===== src/rtl/ula_multiciclo.sv =====
// ula_multiciclo: registered ALU with valid/ready handshake and iterative MULU/DIVU.
// Optional `ULA_OVERFLOW_EN adds a registered signed-overflow flag for ADD/SUB.
module ula_multiciclo #(
    parameter int WIDTH = 32,
    localparam int CNT_W = $clog2(WIDTH) + 1
) (
    input  logic             clk,
    input  logic             reset,
    input  logic             in_valid,
    output logic             in_ready,
    input  logic [WIDTH-1:0] entrada_01,
    input  logic [WIDTH-1:0] entrada_02,
    input  logic [2:0]       ULA_control,
    output logic             out_valid,
    input  logic             out_ready,
    output logic [WIDTH-1:0] ULA_result,
    output logic [WIDTH-1:0] ULA_result_hi,
    output logic             Zero,
`ifdef ULA_OVERFLOW_EN
    output logic             overflow,
`endif
    output logic             div_zero
);

    localparam logic [2:0] OP_AND  = 3'b000;
    localparam logic [2:0] OP_OR   = 3'b001;
    localparam logic [2:0] OP_ADD  = 3'b010;
    localparam logic [2:0] OP_DIVU = 3'b011;
    localparam logic [2:0] OP_MULU = 3'b100;
    localparam logic [2:0] OP_XOR  = 3'b101;
    localparam logic [2:0] OP_SUB  = 3'b110;
    localparam logic [2:0] OP_SLT  = 3'b111;

    typedef enum logic [1:0] {IDLE, BUSY, DONE} state_t;

    state_t           state, state_next;
    logic [WIDTH-1:0] m_reg, hi_reg, lo_reg;
    logic             is_div;
    logic [CNT_W-1:0] cnt;

    logic [WIDTH-1:0] sum, diff, sc_lo, sc_hi, step_hi, step_lo;
    logic             div0, multi;
    logic [WIDTH:0]   mul_sum, div_shift, div_diff;
`ifdef ULA_OVERFLOW_EN
    logic             sc_ovf;
`endif

    assign in_ready  = (state == IDLE);
    assign out_valid = (state == DONE);

    // Single-cycle results come straight from the inputs at the accept edge.
    always_comb begin
        sum   = entrada_01 + entrada_02;
        diff  = entrada_01 - entrada_02;
        div0  = (ULA_control == OP_DIVU) && (entrada_02 == '0);
        multi = (ULA_control == OP_MULU) || ((ULA_control == OP_DIVU) && !div0);
        sc_lo = '0;
        sc_hi = '0;
`ifdef ULA_OVERFLOW_EN
        sc_ovf = 1'b0;
`endif
        case (ULA_control)
            OP_AND:  sc_lo = entrada_01 & entrada_02;
            OP_OR:   sc_lo = entrada_01 | entrada_02;
            OP_ADD: begin
                sc_lo = sum;
`ifdef ULA_OVERFLOW_EN
                sc_ovf = (entrada_01[WIDTH-1] == entrada_02[WIDTH-1]) &&
                         (sum[WIDTH-1] != entrada_01[WIDTH-1]);
`endif
            end
            OP_SUB: begin
                sc_lo = diff;
`ifdef ULA_OVERFLOW_EN
                sc_ovf = (entrada_01[WIDTH-1] != entrada_02[WIDTH-1]) &&
                         (diff[WIDTH-1] != entrada_01[WIDTH-1]);
`endif
            end
            OP_SLT:  sc_lo = WIDTH'($signed(entrada_01) < $signed(entrada_02));
            OP_XOR:  sc_lo = entrada_01 ^ entrada_02;
            OP_DIVU: begin
                sc_lo = '1;
                sc_hi = entrada_01;
            end
            OP_MULU: sc_lo = '0;
        endcase
    end

    // One iteration: shift-add multiply (hi:lo product, multiplier in lo) or
    // restoring divide (remainder in hi, dividend/quotient shifting through lo).
    always_comb begin
        step_hi   = hi_reg;
        step_lo   = lo_reg;
        mul_sum   = {1'b0, hi_reg} + {1'b0, m_reg};
        div_shift = {hi_reg, lo_reg[WIDTH-1]};
        div_diff  = div_shift - {1'b0, m_reg};
        if (is_div) begin
            if (div_diff[WIDTH]) begin
                step_hi = div_shift[WIDTH-1:0];
                step_lo = {lo_reg[WIDTH-2:0], 1'b0};
            end else begin
                step_hi = div_diff[WIDTH-1:0];
                step_lo = {lo_reg[WIDTH-2:0], 1'b1};
            end
        end else if (lo_reg[0]) begin
            step_hi = mul_sum[WIDTH:1];
            step_lo = {mul_sum[0], lo_reg[WIDTH-1:1]};
        end else begin
            step_hi = {1'b0, hi_reg[WIDTH-1:1]};
            step_lo = {hi_reg[0], lo_reg[WIDTH-1:1]};
        end
    end

    always_comb begin
        state_next = state;
        case (state)
            IDLE: if (in_valid) state_next = multi ? BUSY : DONE;
            BUSY: if (cnt == CNT_W'(1)) state_next = DONE;
            DONE: if (out_ready) state_next = IDLE;
            default: state_next = IDLE;
        endcase
    end

    always_ff @(posedge clk) begin
        if (reset) state <= IDLE;
        else       state <= state_next;
    end

    always_ff @(posedge clk) begin
        if (reset) begin
            m_reg         <= '0;
            hi_reg        <= '0;
            lo_reg        <= '0;
            is_div        <= 1'b0;
            cnt           <= '0;
            ULA_result    <= '0;
            ULA_result_hi <= '0;
            Zero          <= 1'b0;
            div_zero      <= 1'b0;
`ifdef ULA_OVERFLOW_EN
            overflow      <= 1'b0;
`endif
        end else if (state == IDLE && in_valid) begin
            div_zero <= div0;
            if (multi) begin
                is_div <= (ULA_control == OP_DIVU);
                m_reg  <= (ULA_control == OP_DIVU) ? entrada_02 : entrada_01;
                lo_reg <= (ULA_control == OP_DIVU) ? entrada_01 : entrada_02;
                hi_reg <= '0;
                cnt    <= CNT_W'(WIDTH);
            end else begin
                ULA_result    <= sc_lo;
                ULA_result_hi <= sc_hi;
                Zero          <= (sc_lo == '0);
`ifdef ULA_OVERFLOW_EN
                overflow      <= sc_ovf;
`endif
            end
        end else if (state == BUSY) begin
            hi_reg <= step_hi;
            lo_reg <= step_lo;
            cnt    <= cnt - CNT_W'(1);
            if (cnt == CNT_W'(1)) begin
                ULA_result    <= step_lo;
                ULA_result_hi <= step_hi;
                Zero          <= (step_lo == '0);
`ifdef ULA_OVERFLOW_EN
                overflow      <= 1'b0;
`endif
            end
        end
    end

endmodule


===== config.mk =====
export PLATFORM = sky130hd
export DESIGN_NAME = ula_multiciclo
export DESIGN_NICKNAME = d
export VERILOG_FILES = /design/src/rtl/ula_multiciclo.sv
export SDC_FILE = /design/constraint.sdc
export NUM_CORES = 1
export LEC_CHECK = 0
export CORE_ASPECT_RATIO = 2
export CORE_MARGIN = 1
export CORE_UTILIZATION = 60
export CTS_BUF_LIST = sky130_fd_sc_hd__clkbuf_8 sky130_fd_sc_hd__clkbuf_16
export DETAILED_ROUTE_END_ITERATION = 12
export GPL_TIMING_DRIVEN = 0
export PLACE_DENSITY = 0.93
export SETUP_SLACK_MARGIN = 0.02
export SYNTH_ARGS = -nofsm -noshare
export SYNTH_HDL_FRONTEND = slang
export SYNTH_SLANG_ARGS = --single-unit
export TNS_END_PERCENT = 5

===== constraint.sdc =====
create_clock -name clk -period 5.8 [get_ports clk]
set_input_delay 0.58 -clock clk [delete_from_list [all_inputs] [get_ports clk]]
set_output_delay 0.58 -clock clk [all_outputs]
set_load 0.01 [all_outputs]

==> impl_summary.md, run 1 <==
Clock tree
The total of cells resized after clock tree synthesis is 0. The tree is rooted in a clkbuf_16. Counting the buffers created by CTS gives 17.

In this run the post-CTS setup repair buffer count came out at 0. The count of hold-fix buffers inserted at cts is 0. The clock net in this run drives a total of 171 sinks.

The maximum clock insertion buffer count is 2. The H-tree depth is 4.

GRT
Entering global routing, the biggest net connects 17 pins. Summed over all layers, the global routing overflow is 24. Global routing used 67.50% of the available tracks across all layers. The wire length of the first global-routing pass is 150,600 um. The number of global-route vias before repair came to 23.28k.

Yosys
For this run, the leading register cell type out of synthesis is dfxtp_1. In this run, synthesis produced a sequential element count of 171. The top cell type by area accounts for 19.27% of the synthesized area. Ranked by total cell area, the synthesized netlist is headed by dfxtp_1, ha_1, a21oi_1. The post-synth net total is 2,755. The share of flip-flops with an asynchronous set or reset is 0%. Of the synthesized area, sequential elements account for 19.27%. The post-synthesis cell type count is 96. The count of synthesis-stage warnings from yosys is 0. The number of flops mapped to enable cells by yosys is 0.

The post-synthesis cell count is 2,506. The largest total area in the synthesized netlist belongs to dfxtp_1. Summing every instance area after synthesis gives 17,760 um2. Each instance of the synthesized netlist takes up on average 7.088 um2.

Die
In this run the core area contains 88 standard-cell rows. The die is 123.7 um wide. 139 I/O pins were placed. The vertical die dimension is 245.3 um. Once the floorplan was initialized, standard cells occupied 61.34% of the core.

Run status
Progress stopped at 5_1_grt. The first error in the log reads "[ERROR GRT-0116] Global routing finished with congestion. Check the congestion regions in the DRC Viewer". The run stopped with a tool error.

Placement
Buffers placed on the I/O ports in this run total 136. The standard cell area after detailed placement is 19,570 um2. OpenSTA, run right after detailed placement, puts the worst setup slack at 418.6 ps. At the end of routability-driven placement, the weighted congestion stood at 1.140. The total half-perimeter wirelength after legalization and detailed placement is 68,380 um.
logic make-up after synthesis:
| group | after synthesis | share of synthesized area, % |
|---|---|---|
| simple gates | 797 | 20.22 |
| fa+ha+maj | 178 | 12.71 |
| buf+inv | 333 | 7.305 |
| mux | 45 | 2.628 |
| flops | 171 | 19.27 |
| xor+xnor | 83 | 4.177 |
| compound gates | 899 | 33.69 |
per-layer routing:
| metal | overflow | GRT usage [%] |
|---|---|---|
| met1 | 0 | 67.84 |
| met2 | 12 | 90.03 |
| met3 | 0 | 39.87 |
| met4 | 12 | 73.18 |
| met5 | 0 | 2.951 |
stage by stage:
| stage | cells | hold WS [ps] |
|---|---|---|
| after detailed placement | 3002 | 453.2 |
| after floorplan | 2506 | 444.3 |
| after global placement | 3002 | 443.4 |
| after CTS | 3034 | 464.1 |
cell usage after synthesis, types with 11 or more instances:
cell and instances:
a21oi_1 303, nand2_1 299, nor2_1 230, ha_1 174, dfxtp_1 171, inv_1 158, o21ai_0 129, clkbuf_1 127
a211oi_1 64, a311oi_1 57, a21o_1 56, nand3_1 56, xnor2_1 52, o211ai_1 46, nor2b_1 42, nor3_1 41
mux2i_1 32, xor2_1 29, a31oi_1 28, buf_1 26, nor4_1 25, nand4_1 23, o21bai_1 21, nand2b_1 20
o21a_1 20, o22ai_1 16, buf_2 14, and3_1 13, mux2_2 13, o31ai_1 12, and2_1 11, o21ai_1 11
==> inputs of run 2 (changes only) <==
==> config.mk (replaced) <==
export PLATFORM = sky130hd
export DESIGN_NAME = ula_multiciclo
export DESIGN_NICKNAME = d
export VERILOG_FILES = /design/src/rtl/ula_multiciclo.sv
export SDC_FILE = /design/constraint.sdc
export NUM_CORES = 1
export LEC_CHECK = 0
export CORE_MARGIN = 1
export CORE_UTILIZATION = 40
export DETAILED_ROUTE_END_ITERATION = 12
export GPL_TIMING_DRIVEN = 0
export PLACE_DENSITY_LB_ADDON = 0.15
export SYNTH_ARGS = -nofsm -noshare
export SYNTH_HDL_FRONTEND = slang
export SYNTH_SLANG_ARGS = --single-unit
export TNS_END_PERCENT = 5
==> run 2 against run 1 <==
Compared with the run above:
- the run now ends clean
- synthesized cell count is the same
- synthesized area is the same
==> impl_summary.md, run 2 <==
Yosys
The post-synthesis cell type count was 96 (unchanged). The post-synth net total is 2,755 (unchanged). The count of synthesis-stage warnings from yosys was 0 (unchanged). The count of state elements after synthesis is 171 (unchanged). The mean instance size in the synthesized netlist is 7.088 um2 (unchanged). The portion of the post-synthesis area used by sequential elements is 19.27% (unchanged). Sorting the synthesized cells by area gives the leading types as dfxtp_1, ha_1, a21oi_1. The number of flops mapped to enable cells by yosys is 0 (unchanged).

The cell type contributing the most total cell area after synthesis is dfxtp_1. Among all cell types in the netlist, the one instantiated most often is a21oi_1. The share of flip-flops with an asynchronous set or reset is 0% (unchanged).

In the synthesized netlist, the cells that appear most often are a21oi_1, nand2_1, nor2_1. The synthesized cell area is 17,760 um2 (unchanged). The most used flip-flop cell after synthesis is dfxtp_1.

The post-synthesis cell count is 2,506 (unchanged). The share of the synthesized area in the top cell type was 19.27% (unchanged).

Setup path
The signal on the critical path passes through clkdlybuf4s50_1, clkbuf_1, clkbuf_1, clkbuf_1, buf_1, a21oi_1, nand2_1, o21ai_0, o32ai_1, nand4_1, nor4_1, nand2_1, o32ai_2. In this run the worst path has a maximum fanout of 10. The largest stage delay on the critical path is 740 ps. On the critical path, the stage with the largest delay is an instance of buf_1. The critical path is of the in -> reg type.

The most frequent cell on the critical path is clkbuf_1. The arrival time at the worst endpoint is 5420 ps. The worst setup path is captured at a register. STA puts the critical path data required time at 6170 ps. STA classifies the critical path startpoint as a primary input.

Route
The routed layout has 20.54k vias. Using the TritonRoute via totals, the vias-per-cell ratio works out to 6.302. For this run, design rule violations remaining after detail routing come to 0. The first detailed-routing pass ran for 6 iterations. In this run the remaining antenna-violating nets after routing total 0. The iteration-0 DRC count of the detailed router is 2,005.

After detailed routing, the total wire length is 86,000 um. In the final routed layout, each cell accounts on average for 26.39 um.

Power and ir drop
The total power density per cell area is 212.4 nW/um2. The power after layout is 4.343 mW. IR analysis of the VDD net gives a maximum drop of 0.2387 mV.

The static leakage power is 8.204 nW.

Flow run
The tool flagged a number of max-cap violations equal to 0.

Die
The die span in x came to 212.7 um (+72%). The core region is 43,460 um2. The number of cell rows was 76 (-14%).

The die outline area is 45,250 um2. The count of pins on the block boundary is 139 (unchanged). The vertical die dimension is 212.7 um (-13%). The initial core utilization is 40.87% (-20 points).

GRT
The wire length of the first global-routing pass is 124,200 um. The number of antenna violations at the first check in global routing is 0. After global routing the overflow that remains totals 0. Global routing consumed, over all layers together, 37.37% of the routing resources. The number of global-route vias before repair was 19.39k. The maximum number of pins on one net before global-route repair is 17.

STA
The count of pins over their slew limit is 0. Counting I/O delays and the setup requirement, the final critical path takes 5048 ps. The final hold violation count is 0. The maximum clock skew at final layout is 11.66 ps. The number of setup violations in the final report is 0. The post-route clock period utilization is 87.03%. At the pin with the least slew margin, the transition time is 993.7 ps. In this run the tightest slew margin relative to its limit is 33.51%. The fmax is 0.1981 GHz. The sum of negative setup slack is 0 ps. Setup repair after global routing left no endpoint under its margin.

Clock tree
The maximum clock insertion buffer count came to 2 (unchanged). The total clock buffers created by CTS is 17 (unchanged). The H-tree depth is 4 (unchanged).

After clock tree synthesis, the clock-pin slew on the worst setup and hold paths is 70 ps. The CTS tree is done. The post-CTS setup repair buffer count is 0 (unchanged). The count of hold-fix buffers inserted at cts was 0 (unchanged). The CTS root buffer is clkbuf_16.

The source-to-sink clock delay at the later pin of the worst-skew pair is 460 ps. The total of cells resized after clock tree synthesis is 0 (unchanged). The TritonCTS sink count came to 171 (unchanged).

Placement
The count of input and output buffers is 136 (unchanged). The total half-perimeter wirelength after legalization and detailed placement is 68,200 um (-0.26%). The last weighted congestion value of the routability-driven placer is 1.035 (-9.2%).

Layout
From synthesis to final layout, the design area changed by 15.10%. The fraction of layout instances using a drive strength above 1 is 4.076%. In the layout the commonest cells are a21oi_1, nand2_1, nor2_1. The repair_antennas step left the layout with diodes totalling 0.

The filler cells instantiated in the layout total 4,470. The area taken by flip-flops and latches is 3423 um2. Summing all multi-input logic gate instances after layout gives 13,040 um2. The most common cell after layout, fill and taps aside is a21oi_1. After the last flow step, the layout net total stands at 2,910.

Run status
The flow ran to the end, and the final reports show no timing, DRC or antenna violations.

Worst hold path
The class of the most critical hold timing path is reg -> reg.
## run 2: cell counts after synthesis
Identical to the previous run, type by type.
## run 2: per-layer routing
metal,vias to the layer above,GRT usage (%),share of wire [%]
met5,-,0,0
met4,0,22.90,6.4
met3,272,4.486,8.0
met2,1113,61.02,46
met1,9764,46.95,40
li1,9389,-,-
## run 2: worst max-delay path, delay by kind of cell
kind | cells | cell delay [ps]
buffers and inverters | 5 | 2940
AND/OR/NAND/NOR | 4 | 960
AO/OA/AOI/OAI | 4 | 900
## run 2: path summary, 6_finish.rpt
check,from,end,slack [ps],cells after the start
max,ULA_control[2],Zero,750,13
max reg2reg,lo_reg[31],ULA_result_hi[11],1200,16
min reg2reg,ULA_result[6],ULA_result[6],460,2
min,ULA_result[6],ULA_result[6],460,2
## run 2: report_power, final
part | internal [mW] | switching, mW
sequential | 1.25 | 0.0725
clock | 0.642 | 0.546
combinational | 0.631 | 1.21
## run 2: cells by family after synthesis
kind of cell | Yosys count | share of synthesized area [%]
simple gates | 797 | 20.22
mux | 45 | 2.628
buf+inv | 333 | 7.305
flops | 171 | 19.27
fa+ha+maj | 178 | 12.71
xor+xnor | 83 | 4.177
compound gates | 899 | 33.69
## run 2: cell type report
cell class | instances | share of cell area (%)
plain buffers | 174 | 3.427
inverters | 159 | 2.919
well taps | 585 | 3.580
repair buffers | 136 | 6.659
clock inverters | 11 | 0.5324
multi-input cells | 2002 | 63.79
flip-flops and latches | 171 | 16.74
clock buffers | 21 | 2.350
## run 2: stage by stage
stage | util [%] | setup WS, ps | instances | area, um2 | hold slack [ps]
floorplan | - | 2279 | 2506 | 17760 | 444.3
global placement | 45.69 | 405.6 | 3227 | 19860 | 453.5
detailed placement | 45.69 | 504.0 | 3227 | 19860 | 454.2
CTS | 47.05 | 965.5 | 3259 | 20440 | 463.7
global route | 47.05 | 725.8 | 3259 | 20440 | 489.0
finish | 47.05 | 752.2 | 3259 | 20440 | 462.3
Power figures use the tool's default switching activity.
